$ cat src/rtl/time_code_pkg.sv
// Shared definitions for the time-encoded link: decoder FSM states and default link constants.
package time_code_pkg;

  typedef enum logic [1:0] {
    TD_IDLE,
    TD_WAIT,
    TD_MEAS,
    TD_DONE
  } td_state_e;

  localparam int unsigned TD_DATA_W   = 2;
  localparam int unsigned TD_UNIT_CYC = 4;

endpackage

$ cat src/rtl/time_decoder_if.sv
// Symbol-level signals between the time-encoded link front end and the decoder.
interface time_decoder_if
  import time_code_pkg::*;
#(
  parameter int unsigned DATA_W = TD_DATA_W
);
  logic              start;
  logic              tin;
  logic [DATA_W-1:0] dout;
  logic              valid;
  logic              err;

  modport master (
    output start,
    output tin,
    input  dout,
    input  valid,
    input  err
  );

  modport slave (
    input  start,
    input  tin,
    output dout,
    output valid,
    output err
  );
endinterface

$ cat src/rtl/pulse_quantizer.sv
// Rounds a measured pulse width to the nearest encoder time unit and saturates to the code range.
module pulse_quantizer #(
  parameter int unsigned DATA_W   = 2,
  parameter int unsigned UNIT_CYC = 4,
  parameter int unsigned CNT_W    = 5
) (
  input  logic [CNT_W-1:0]  width,
  output logic [DATA_W-1:0] code,
  output logic              err
);
  localparam int unsigned CMAX = 2 ** DATA_W - 1;

  // One extra bit keeps width + UNIT_CYC/2 from wrapping.
  logic [CNT_W:0] q;

  // Round to nearest unit, then flag glitches and over-range pulses.
  always_comb begin
    q    = ({1'b0, width} + (CNT_W + 1)'(UNIT_CYC / 2)) / (CNT_W + 1)'(UNIT_CYC);
    code = '0;
    err  = 1'b0;
    if (q == '0) begin
      err = 1'b1;
    end else if (q > (CNT_W + 1)'(CMAX)) begin
      code = DATA_W'(CMAX);
      err  = 1'b1;
    end else begin
      code = q[DATA_W-1:0];
    end
  end
endmodule

$ cat src/rtl/time_decoder.sv
// Measures each tin high pulse inside a window opened by start and recovers the symbol code.
// Optional TIME_DECODER_SYNC_EN: 2-flop tin synchronizer, with start delayed to match.
module time_decoder
  import time_code_pkg::*;
#(
  parameter int unsigned DATA_W     = TD_DATA_W,
  parameter int unsigned UNIT_CYC   = TD_UNIT_CYC,
  parameter int unsigned WINDOW_CYC = 20,
  parameter int unsigned CNT_W      = $clog2(WINDOW_CYC + 1)
) (
  input logic           clk,
  input logic           rst_n,
  time_decoder_if.slave bus
);
  localparam int unsigned CMAX = 2 ** DATA_W - 1;
  localparam logic [CNT_W-1:0] WidthMax = {CNT_W{1'b1}};
  localparam logic [CNT_W-1:0] WinLast  = CNT_W'(WINDOW_CYC - 1);

  logic tin_s;
  logic start_s;

`ifdef TIME_DECODER_SYNC_EN
  logic [1:0] tin_sync_q;
  logic [1:0] start_dly_q;

  // Synchronize tin; delay start equally so the window stays aligned with the pulse.
  always_ff @(posedge clk or negedge rst_n) begin
    if (!rst_n) begin
      tin_sync_q  <= '0;
      start_dly_q <= '0;
    end else begin
      tin_sync_q  <= {tin_sync_q[0], bus.tin};
      start_dly_q <= {start_dly_q[0], bus.start};
    end
  end

  assign tin_s   = tin_sync_q[1];
  assign start_s = start_dly_q[1];
`else
  assign tin_s   = bus.tin;
  assign start_s = bus.start;
`endif

  td_state_e         state_q, state_d;
  logic [CNT_W-1:0]  win_cnt_q, win_cnt_d;
  logic [CNT_W-1:0]  width_q, width_d;
  logic              busy_hit_q, busy_hit_d;
  logic [DATA_W-1:0] res_code_q, res_code_d;
  logic              res_err_q, res_err_d;
  logic [DATA_W-1:0] dout_q, dout_d;
  logic              valid_q, valid_d;
  logic              err_q, err_d;

  logic [DATA_W-1:0] q_code;
  logic              q_err;
  logic              win_last;

  pulse_quantizer #(
    .DATA_W  (DATA_W),
    .UNIT_CYC(UNIT_CYC),
    .CNT_W   (CNT_W)
  ) u_quant (
    .width(width_q),
    .code (q_code),
    .err  (q_err)
  );

  assign win_last = (win_cnt_q >= WinLast);

  // Next-state, counters and result capture.
  always_comb begin
    state_d    = state_q;
    win_cnt_d  = win_cnt_q;
    width_d    = width_q;
    busy_hit_d = busy_hit_q;
    res_code_d = res_code_q;
    res_err_d  = res_err_q;
    dout_d     = dout_q;
    valid_d    = 1'b0;
    err_d      = err_q;
    unique case (state_q)
      TD_IDLE: begin
        if (start_s) begin
          win_cnt_d = '0;
          width_d   = '0;
          state_d   = TD_WAIT;
        end
      end
      TD_WAIT: begin
        win_cnt_d  = win_cnt_q + CNT_W'(1);
        busy_hit_d = busy_hit_q | start_s;
        if (tin_s && win_last) begin
          // Rising edge on the very last window cycle cannot be measured.
          res_code_d = DATA_W'(CMAX);
          res_err_d  = 1'b1;
          state_d    = TD_DONE;
        end else if (tin_s) begin
          width_d = CNT_W'(1);
          state_d = TD_MEAS;
        end else if (win_last) begin
          res_code_d = '0;
          res_err_d  = 1'b0;
          state_d    = TD_DONE;
        end
      end
      TD_MEAS: begin
        win_cnt_d  = win_cnt_q + CNT_W'(1);
        busy_hit_d = busy_hit_q | start_s;
        if (!tin_s) begin
          res_code_d = q_code;
          res_err_d  = q_err;
          state_d    = TD_DONE;
        end else if (win_last) begin
          res_code_d = DATA_W'(CMAX);
          res_err_d  = 1'b1;
          state_d    = TD_DONE;
        end else if (width_q != WidthMax) begin
          width_d = width_q + CNT_W'(1);
        end
      end
      TD_DONE: begin
        valid_d    = 1'b1;
        dout_d     = res_code_q;
        err_d      = res_err_q | busy_hit_q | start_s;
        busy_hit_d = 1'b0;
        state_d    = TD_IDLE;
      end
    endcase
  end

  // State and registered outputs; reset discards any partial measurement.
  always_ff @(posedge clk or negedge rst_n) begin
    if (!rst_n) begin
      state_q    <= TD_IDLE;
      win_cnt_q  <= '0;
      width_q    <= '0;
      busy_hit_q <= 1'b0;
      res_code_q <= '0;
      res_err_q  <= 1'b0;
      dout_q     <= '0;
      valid_q    <= 1'b0;
      err_q      <= 1'b0;
    end else begin
      state_q    <= state_d;
      win_cnt_q  <= win_cnt_d;
      width_q    <= width_d;
      busy_hit_q <= busy_hit_d;
      res_code_q <= res_code_d;
      res_err_q  <= res_err_d;
      dout_q     <= dout_d;
      valid_q    <= valid_d;
      err_q      <= err_d;
    end
  end

  assign bus.dout  = dout_q;
  assign bus.valid = valid_q;
  assign bus.err   = err_q;
endmodule

$ cat src/flat_wrapper.sv
// flat-port wrapper written by rule: the top's interface ports become plain ports
module time_decoder_flat import time_code_pkg::*;
#(
  parameter int unsigned DATA_W     = TD_DATA_W,
  parameter int unsigned UNIT_CYC   = TD_UNIT_CYC,
  parameter int unsigned WINDOW_CYC = 20,
  parameter int unsigned CNT_W      = $clog2(WINDOW_CYC + 1)
)
  (clk, rst_n, bus_start, bus_tin, bus_dout, bus_valid, bus_err);
  time_decoder_if #(.DATA_W(DATA_W)) bus_i ();
  input logic clk;
  input logic rst_n;
  input wire logic [$bits(bus_i.start)-1:0] bus_start;
  input wire logic [$bits(bus_i.tin)-1:0] bus_tin;
  output wire logic [$bits(bus_i.dout)-1:0] bus_dout;
  output wire logic [$bits(bus_i.valid)-1:0] bus_valid;
  output wire logic [$bits(bus_i.err)-1:0] bus_err;
  assign bus_i.start = bus_start;
  assign bus_i.tin = bus_tin;
  assign bus_dout = bus_i.dout;
  assign bus_valid = bus_i.valid;
  assign bus_err = bus_i.err;
  time_decoder #(.DATA_W(DATA_W), .UNIT_CYC(UNIT_CYC), .WINDOW_CYC(WINDOW_CYC), .CNT_W(CNT_W)) u_core (.clk(clk), .rst_n(rst_n), .bus(bus_i));
endmodule
$ cat config.mk
export PLATFORM = sky130hd
export DESIGN_NAME = time_decoder_flat
export DESIGN_NICKNAME = d
export VERILOG_FILES = /design/src/rtl/time_code_pkg.sv /design/src/rtl/time_decoder_if.sv /design/src/rtl/pulse_quantizer.sv /design/src/rtl/time_decoder.sv /design/src/flat_wrapper.sv
export SDC_FILE = /design/constraint.sdc
export NUM_CORES = 1
export LEC_CHECK = 0
export ABC_AREA = 1
export CORE_MARGIN = 5
export CORE_UTILIZATION = 41
export DETAILED_ROUTE_END_ITERATION = 16
export MAX_ROUTING_LAYER = met4
export SLEW_MARGIN = 20
export SYNTH_ARGS = -nofsm -noshare
export SYNTH_HDL_FRONTEND = slang
export SYNTH_HIERARCHICAL = 1
export SYNTH_SLANG_ARGS = --single-unit
$ cat constraint.sdc
create_clock -name clk -period 2.26 [get_ports clk]
set_clock_uncertainty 0.2 [all_clocks]
set_input_delay 0.452 -clock clk [delete_from_list [all_inputs] [get_ports clk]]
set_output_delay 0.452 -clock clk [all_outputs]
set_load 0.03 [all_outputs]
==> results of run 1 <==
==> area by class of cell <==
cell class	instances	area, sq um
Inverter	20	77.57
Timing Repair Buffer	8	77.57
Fill cell	295	1578
Tap cell	44	55.05
Sequential cell	20	500.5
Clock buffer	4	36.28
Multi-Input combinational cell	125	703.2
==> cells in the mapped netlist <==
| library cell | instances |
|---|---|
| a21oi_1 | 6 |
| dfrtp_1 | 20 |
| inv_4 | 1 |
| nor2_1 | 16 |
| nand2_1 | 54 |
| nand3_1 | 6 |
| nor2_4 | 2 |
| nor3_1 | 2 |
| nor2_2 | 2 |
| nand4_1 | 7 |
| o21ai_0 | 6 |
| buf_6 | 1 |
| o31ai_1 | 1 |
| ha_1 | 10 |
| o21ai_2 | 2 |
| a21oi_2 | 1 |
| nand3_4 | 1 |
| a41oi_1 | 1 |
| inv_2 | 2 |
| inv_1 | 17 |
| nand3_2 | 2 |
| nand2_2 | 3 |
| a22oi_1 | 1 |
| o211ai_4 | 1 |
| xnor2_1 | 1 |
==> how the worst min path moves through the flow <==
stage                                        start                               end  slack (ns)  depth (start not counted)
finish                                       rst_n    u_core/bus.dout[1]$_DFFE_PN0P_        0.27                          2
global route                                 rst_n  u_core/res_code_q[0]$_DFFE_PN0P_        0.30                          2
CTS                                          rst_n    u_core/bus.dout[1]$_DFFE_PN0P_        0.28                          2
detailed placement  u_core/bus.dout[1]$_DFFE_PN0P_    u_core/bus.dout[1]$_DFFE_PN0P_        0.27                          2
global placement    u_core/bus.dout[1]$_DFFE_PN0P_    u_core/bus.dout[1]$_DFFE_PN0P_        0.26                          2
floorplan                                    rst_n    u_core/bus.dout[0]$_DFFE_PN0P_       -0.04                          0
==> metal layers <==
| metal | routed length (um) | vias up | GRT usage [%] |
|---|---|---|---|
| li1 | - | 566 | - |
| met1 | 1114 | 490 | 15.61 |
| met2 | 1173 | 19 | 23.17 |
| met3 | 127 | 2 | 2.721 |
| met4 | 15 | 0 | 3.046 |
| met5 | 0 | - | - |
==> sequential cells by signal, indices dropped and copies added, names as in the netlist <==
signal	count
u_core/bus.dout	2
u_core/bus.err	1
u_core/bus.valid	1
u_core/busy_hit_q	1
u_core/res_code_q	2
u_core/res_err_q	1
u_core/state_q	2
u_core/width_q	5
u_core/win_cnt_q	5
==> report_power, final <==
group	internal [uW]	total, uW	leakage (uW)	switching (uW)
sequential	466	555	0.000265	88.9
combinational	307	867	0.000462	560
clock	98.2	211	0.0000210	113
==> per-stage QoR <==
step	std cells	area, sq um	hold slack (ns)
after floorplan	166	1292	-0.04359
after global placement	217	1414	0.2636
after detailed placement	217	1414	0.2660
after CTS	221	1450	0.2822
after global routing	221	1450	0.2972
final	221	1450	0.2744
==> layout by cell type (no fill, tap or decap), types with 2 or more instances in the layout <==
cell type / instances
nand2_1: 54
nor2_2: 2
nor3_1: 2
a21oi_1: 6
nor2_1: 16
o21ai_2: 2
nand4_1: 7
nand3_1: 6
nand3_2: 2
clkdlybuf4s50_1: 7
o21ai_0: 6
nor2_4: 2
clkbuf_4: 3
inv_2: 2
inv_1: 17
nand2_2: 3
ha_1: 10
dfrtp_1: 20
==> logic make-up (layout without fill, tap and decap cells) <==
family / count (synthesis) / in the layout / share of synthesized area, %
AO/OA/AOI/OAI: 19 / 19 / 10.17
flip-flops: 20 / 20 / 38.72
XOR/XNOR: 1 / 1 / 0.6778
buffers and inverters: 21 / 32 / 6.874
adder cells (fa/ha/maj): 10 / 10 / 9.681
AND/OR/NAND/NOR: 95 / 95 / 33.88
==> impl_results.md, run 1 <==
- R2R Setup Slk: 0.32 ns
- Max-cap violations: 0
- Power Total: 1632 uW
- Peak supply drop: 360.7 uV
- Syn nets: 180
- H-tree levels: 1
- Worst-path maximum fanout: 2
- Count of input and output buffers: 7
- Post-CTS Repair Setup Buffers: 0
- Wire per inst: 11.00 um
- HPWL after DPL: 1.942 mm
- Total Wirelength: 2.432 mm
- Largest net degree at the start of global routing: 21
- Starting density of the core: 42.69%
- Initial antenna violation count: 0
- Cell family with most CP delay: buffers and inverters
- Synth Cell Area: approximately 0.0013 sq mm
- GRT overflow: 0
- YS warnings: 6
- Fmax: ~500 MHz
- Top cell type's share of synthesized area: 38.72%
- Clock Latency Late Sink: 0.30 ns
- Post-synthesis cell count: 166
- Hold Crit Class: input pin to async pin
- Layout cells sized above 1: approximately 12%
- Seq/Total Area, Yosys: 38.72%
- Worst-Margin Slew: 0.4201 ns
- Post-placement worst setup slack: about 0.25 ns
- Worst path arrival time: between 1 and 1.5 ns
- RSZ-0062 raised after global routing: false
- Slew margin rel.: 71.99%
- Crit-path cells: clkdlybuf4s50_1
- Synthesized flop and latch total: 20
- Drt via density: 4.873
- Via count: around 1100
- Die Y: 66.15 um
- Critical path capture point type: output pin
- P_leak: approximately 0.00075 uW
- RR Endpoint: u_core/width_q[2]$_DFFE_PN0P_
- CP Depth: 1
- Synth Area per Inst: roughly 8 sq um
- Cts hold-fix bufs: 0
- Period utilisation layout: approximately 88%
- Status: completed
- CP max stage cell: clkdlybuf4s50_1
- RR Startpoint: u_core/state_q[0]$_DFFE_PN0N_
- Fin. Hold Viols: 0
- GRT Util Overall: 13.26%
- CP Class: register to output pin
- Global-route wire length before repair: 4.443 mm
- Clock Pin Slew Worst Setup and Hold Paths: 0.12 ns
- Number of global-route vias before repair: 1073
- Pwr dens: 1126 mW/mm^2
- CTS tree: yes
- Num rows: 20
- CP startpoint kind: register
- Clock Tree Buf Depth: 2
- Antenna viol nets, final: 0
- Setup crit start: u_core/bus.err$_DFFE_PN0P_
- First-pass detailed-route iteration total: 4
- Final nets: 192
- TritonCTS buffer count: 3
- Setup TNS: 0 ns
- Core area: ~0.0030 sq mm
- Finish-stage setup viols: 0
- Die X: roughly 66 um
- Largest area contributor in the netlist: dfrtp_1
- Final min period: 2.000 ns
- Final Max Slew Viols: 0
- Starting DRT DRC Count: 47
- IO Count: 8
- Delay of the slowest critical-path stage: 0.67 ns
- CTS root buffer: clkbuf_4
- Reg2Reg Depth: 8
- Buffers & Inverters on Critical Path: 1
- Post-cts sizing count: 0
- Util after Layout: 47.89%
- Synth-to-Final Area Change: 12.20%
- PnR worst setup slack: 0.2600 ns
- Routability cong.: about 0.85
- Die area: 0.004375 sq mm
- Top post-synthesis cells by area: dfrtp_1 39%, nand2_1 16%, ha_1 9.7%, inv_1 4.9%, nor2_1 4.6%
- Critical Path End: bus_err
- Critical Path RT: 1.61 ns
- # clock sinks: 20
- Post-synth cell types: 25
- Ant diodes: 0
- DRC Markers: 0
Power figures use the tool's default switching activity.
==> inputs of run 2 (changes only) <==
Settings changed: CORE_MARGIN 5 to 2, RECOVER_POWER set to 100.
Clock period 2.26 ns to 2.5 ns, I/O delays scaled along.
==> impl_results.md, run 2 (same netlist as run 1, synthesis figures left out) <==
- Status: completed (unchanged)
- Cell family with most CP delay: compound AO/OA/AOI/OAI gates (was buffers and inverters)
- Hold_sp: u_core/bus.dout[1]$_DFFE_PN0P_
- Starting DRT DRC Count: 46 (was 47)
- Fmax: 464.4 MHz
- Final min period: 2.153 ns
- Clock Latency Late Sink: 0.31 ns (was 0.30 ns)
- Buffers & Inverters on Critical Path: 2 (was 1)
- HPWL after DPL: 1.963 mm (was 1.942 mm)
- Core area: 0.003028 sq mm (unchanged)
- Final Max Slew Viols: 0 (unchanged)
- Post-placement worst setup slack: 0.4193 ns (was 0.2530 ns)
- Routability cong.: 0.9140 (was 0.8509)
- Largest net degree at the start of global routing: 21 (unchanged)
- Total Wirelength: 2.507 mm (was 2.432 mm)
- Synth-to-Final Area Change: 10.75% (was 12.20%)
- TritonCTS buffer count: 3 (unchanged)
- CTS tree: yes (unchanged)
- IO Count: 8 (unchanged)
- Critical Path RT: 2.53 ns (was 1.61 ns)
- Finish-stage setup viols: 0 (unchanged)
- Wire per inst: 11.34 um (was 11.00 um)
- Worst path arrival time: 2.18 ns (was 1.35 ns)
- Register Area: 500.5 sq um (unchanged)
- # clock sinks: 20 (unchanged)
- Period utilisation layout: 86.14%
- Commonest cells after routing, fill and taps aside: 56 x nand2_1, 20 x dfrtp_1, 18 x nor2_1 (was 54 x nand2_1, 20 x dfrtp_1, 17 x inv_1)
- Post-cts sizing count: 0 (unchanged)
- Pwr dens: 1038 mW/mm^2 (was 1126 mW/mm^2)
- Finished Cell Area: 0.001431 sq mm (was 0.001450 sq mm)
- Ant diodes: 0 (unchanged)
- Setup crit start: u_core/state_q[0]$_DFFE_PN0N_ (was u_core/bus.err$_DFFE_PN0P_)
- Initial antenna violation count: 0 (unchanged)
- Die X: 60.15 um (was 66.15 um)
- Num rows: 20 (unchanged)
- PnR worst setup slack: 0.3465 ns (was 0.2600 ns)
- GRT overflow: 0 (unchanged)
- RR Startpoint: u_core/state_q[0]$_DFFE_PN0N_ (unchanged)
- Worst-Margin Slew: 1.082 ns (was 0.4201 ns)
- Die Y: 60.15 um (was 66.15 um)
- Post-CTS Repair Setup Buffers: 0 (unchanged)
- Number of global-route vias before repair: 1004 (was 1073)
- Clock Tree Buf Depth: 2 (unchanged)
- CP startpoint kind: register (unchanged)
- RSZ-0062 raised after global routing: false (unchanged)
- H-tree levels: 1 (unchanged)
- GRT Util Overall: 16.47% (was 13.26%)
- Hold Crit Class: register to register (was input pin to async pin)
- Clock Pin Slew Worst Setup and Hold Paths: 0.12 ns (about the same)
- Slew margin rel.: 27.88% (was 71.99%)
- Max-cap violations: 0 (unchanged)
- Most common cell after layout, fill and taps aside: nand2_1 (unchanged)
- Fill cells: 312 (was 295)
- Power Total: 1486 uW (was 1632 uW)
- CTS root buffer: clkbuf_4 (unchanged)
- Fin. Hold Viols: 0 (unchanged)
- P_leak: 0.0007513 uW (was 0.0007482 uW)
- Count of input and output buffers: 7 (unchanged)
- Critical path capture point type: register (was output pin)
- Layout cells sized above 1: 8.475% (was 12.43%)
- Largest registers: u_core/width_q x5, u_core/win_cnt_q x5 (unchanged)
- Worst-path maximum fanout: 7 (was 2)
- Global-route wire length before repair: 4.340 mm (was 4.443 mm)
- Dpl cell area: 0.001414 sq mm (unchanged)
- DRC Markers: 0 (unchanged)
- Area of the multi-input gates: 671.9 sq um (was 703.2 sq um)
- First-pass detailed-route iteration total: 4 (unchanged)
- CP Class: register to register (was register to output pin)
- Via count: 1087 (was 1077)
- Starting density of the core: 42.69% (unchanged)
- Cts hold-fix bufs: 0 (unchanged)
- Drt via density: 4.919 (was 4.873)
- Antenna viol nets, final: 0 (unchanged)
- Peak supply drop: 279.3 uV (was 360.7 uV)
- Die area: 0.003617 sq mm (was 0.004375 sq mm)
- Setup TNS: 0 ns (unchanged)
- CP max stage cell: o21ai_0 (was clkdlybuf4s50_1)
- Crit-path cells: inv_1, ha_1, o21ai_0, inv_4, nand2_1, nor2_1, nor3_1 (was clkdlybuf4s50_1)
- Final nets: 192 (unchanged)
- Delay of the slowest critical-path stage: 0.53 ns (was 0.67 ns)
run 2: changes by cell type in the layout (fill, tap and decap cells not counted), sizes merged:
| cell | before | now |
|---|---|---|
| clkdlybuf4s50 | 7 | 2 |
| buf | 1 | 0 |
| bufinv | 0 | 1 |
| dlygate4sd3 | 0 | 5 |
run 2: worst reg2reg max path, stage by stage (launching register included):
cell and delay [ns]:
dfrtp_1 0.43, inv_1 0.12, ha_1 0.42, o21ai_0 0.53, inv_4 0.09, nand2_1 0.08
nor2_1 0.04, nor3_1 0.18
run 2: final timing paths:
| check | end | slack [ns] | cells after the start |
|---|---|---|---|
| setup / recovery | u_core/win_cnt_q[3]$_DFFE_PN0P_ | 0.35 | 7 |
| hold / removal | u_core/bus.dout[1]$_DFFE_PN0P_ | 0.27 | 2 |
| setup reg to reg | u_core/win_cnt_q[3]$_DFFE_PN0P_ | 0.35 | 7 |
| hold reg to reg | u_core/bus.dout[1]$_DFFE_PN0P_ | 0.27 | 2 |
| max in group asynchronous | u_core/bus.err$_DFFE_PN0P_ | 0.75 | 2 |
| min in group asynchronous | u_core/busy_hit_q$_DFFE_PN0P_ | 0.69 | 2 |
run 2: final cells by class:
| cell class | instances | area share [%] |
|---|---|---|
| Clock buffer | 3 | 1.573 |
| Inverter | 20 | 5.420 |
| Sequential cell | 20 | 34.97 |
| Tap cell | 44 | 3.846 |
| Clock inverter | 1 | 2.098 |
| Timing Repair Buffer | 8 | 5.157 |
| Multi-Input combinational cell | 125 | 46.94 |
run 2: where the power goes:
group	internal, uW	total, uW	switching, uW
clock	162	263	101
sequential	421	502	81.6
combinational	243	721	478
run 2: layer usage:
layer,track usage [%],vias up,routed length (um)
met5,-,-,0
li1,-,556,-
met1,19.81,514,1205
met4,8.889,0,37
met2,25.47,13,1203
met3,3.680,4,61
run 2: per-stage QoR:
| step | instances | util (%) | hold slack, ns |
|---|---|---|---|
| floorplan | 166 | - | 0.004409 |
| global route | 221 | 47.27 | 0.3013 |
| CTS | 221 | 48.43 | 0.2891 |
| finish | 221 | 47.27 | 0.2748 |
| global placement | 217 | 46.69 | 0.2580 |
| detailed placement | 217 | 46.69 | 0.2636 |
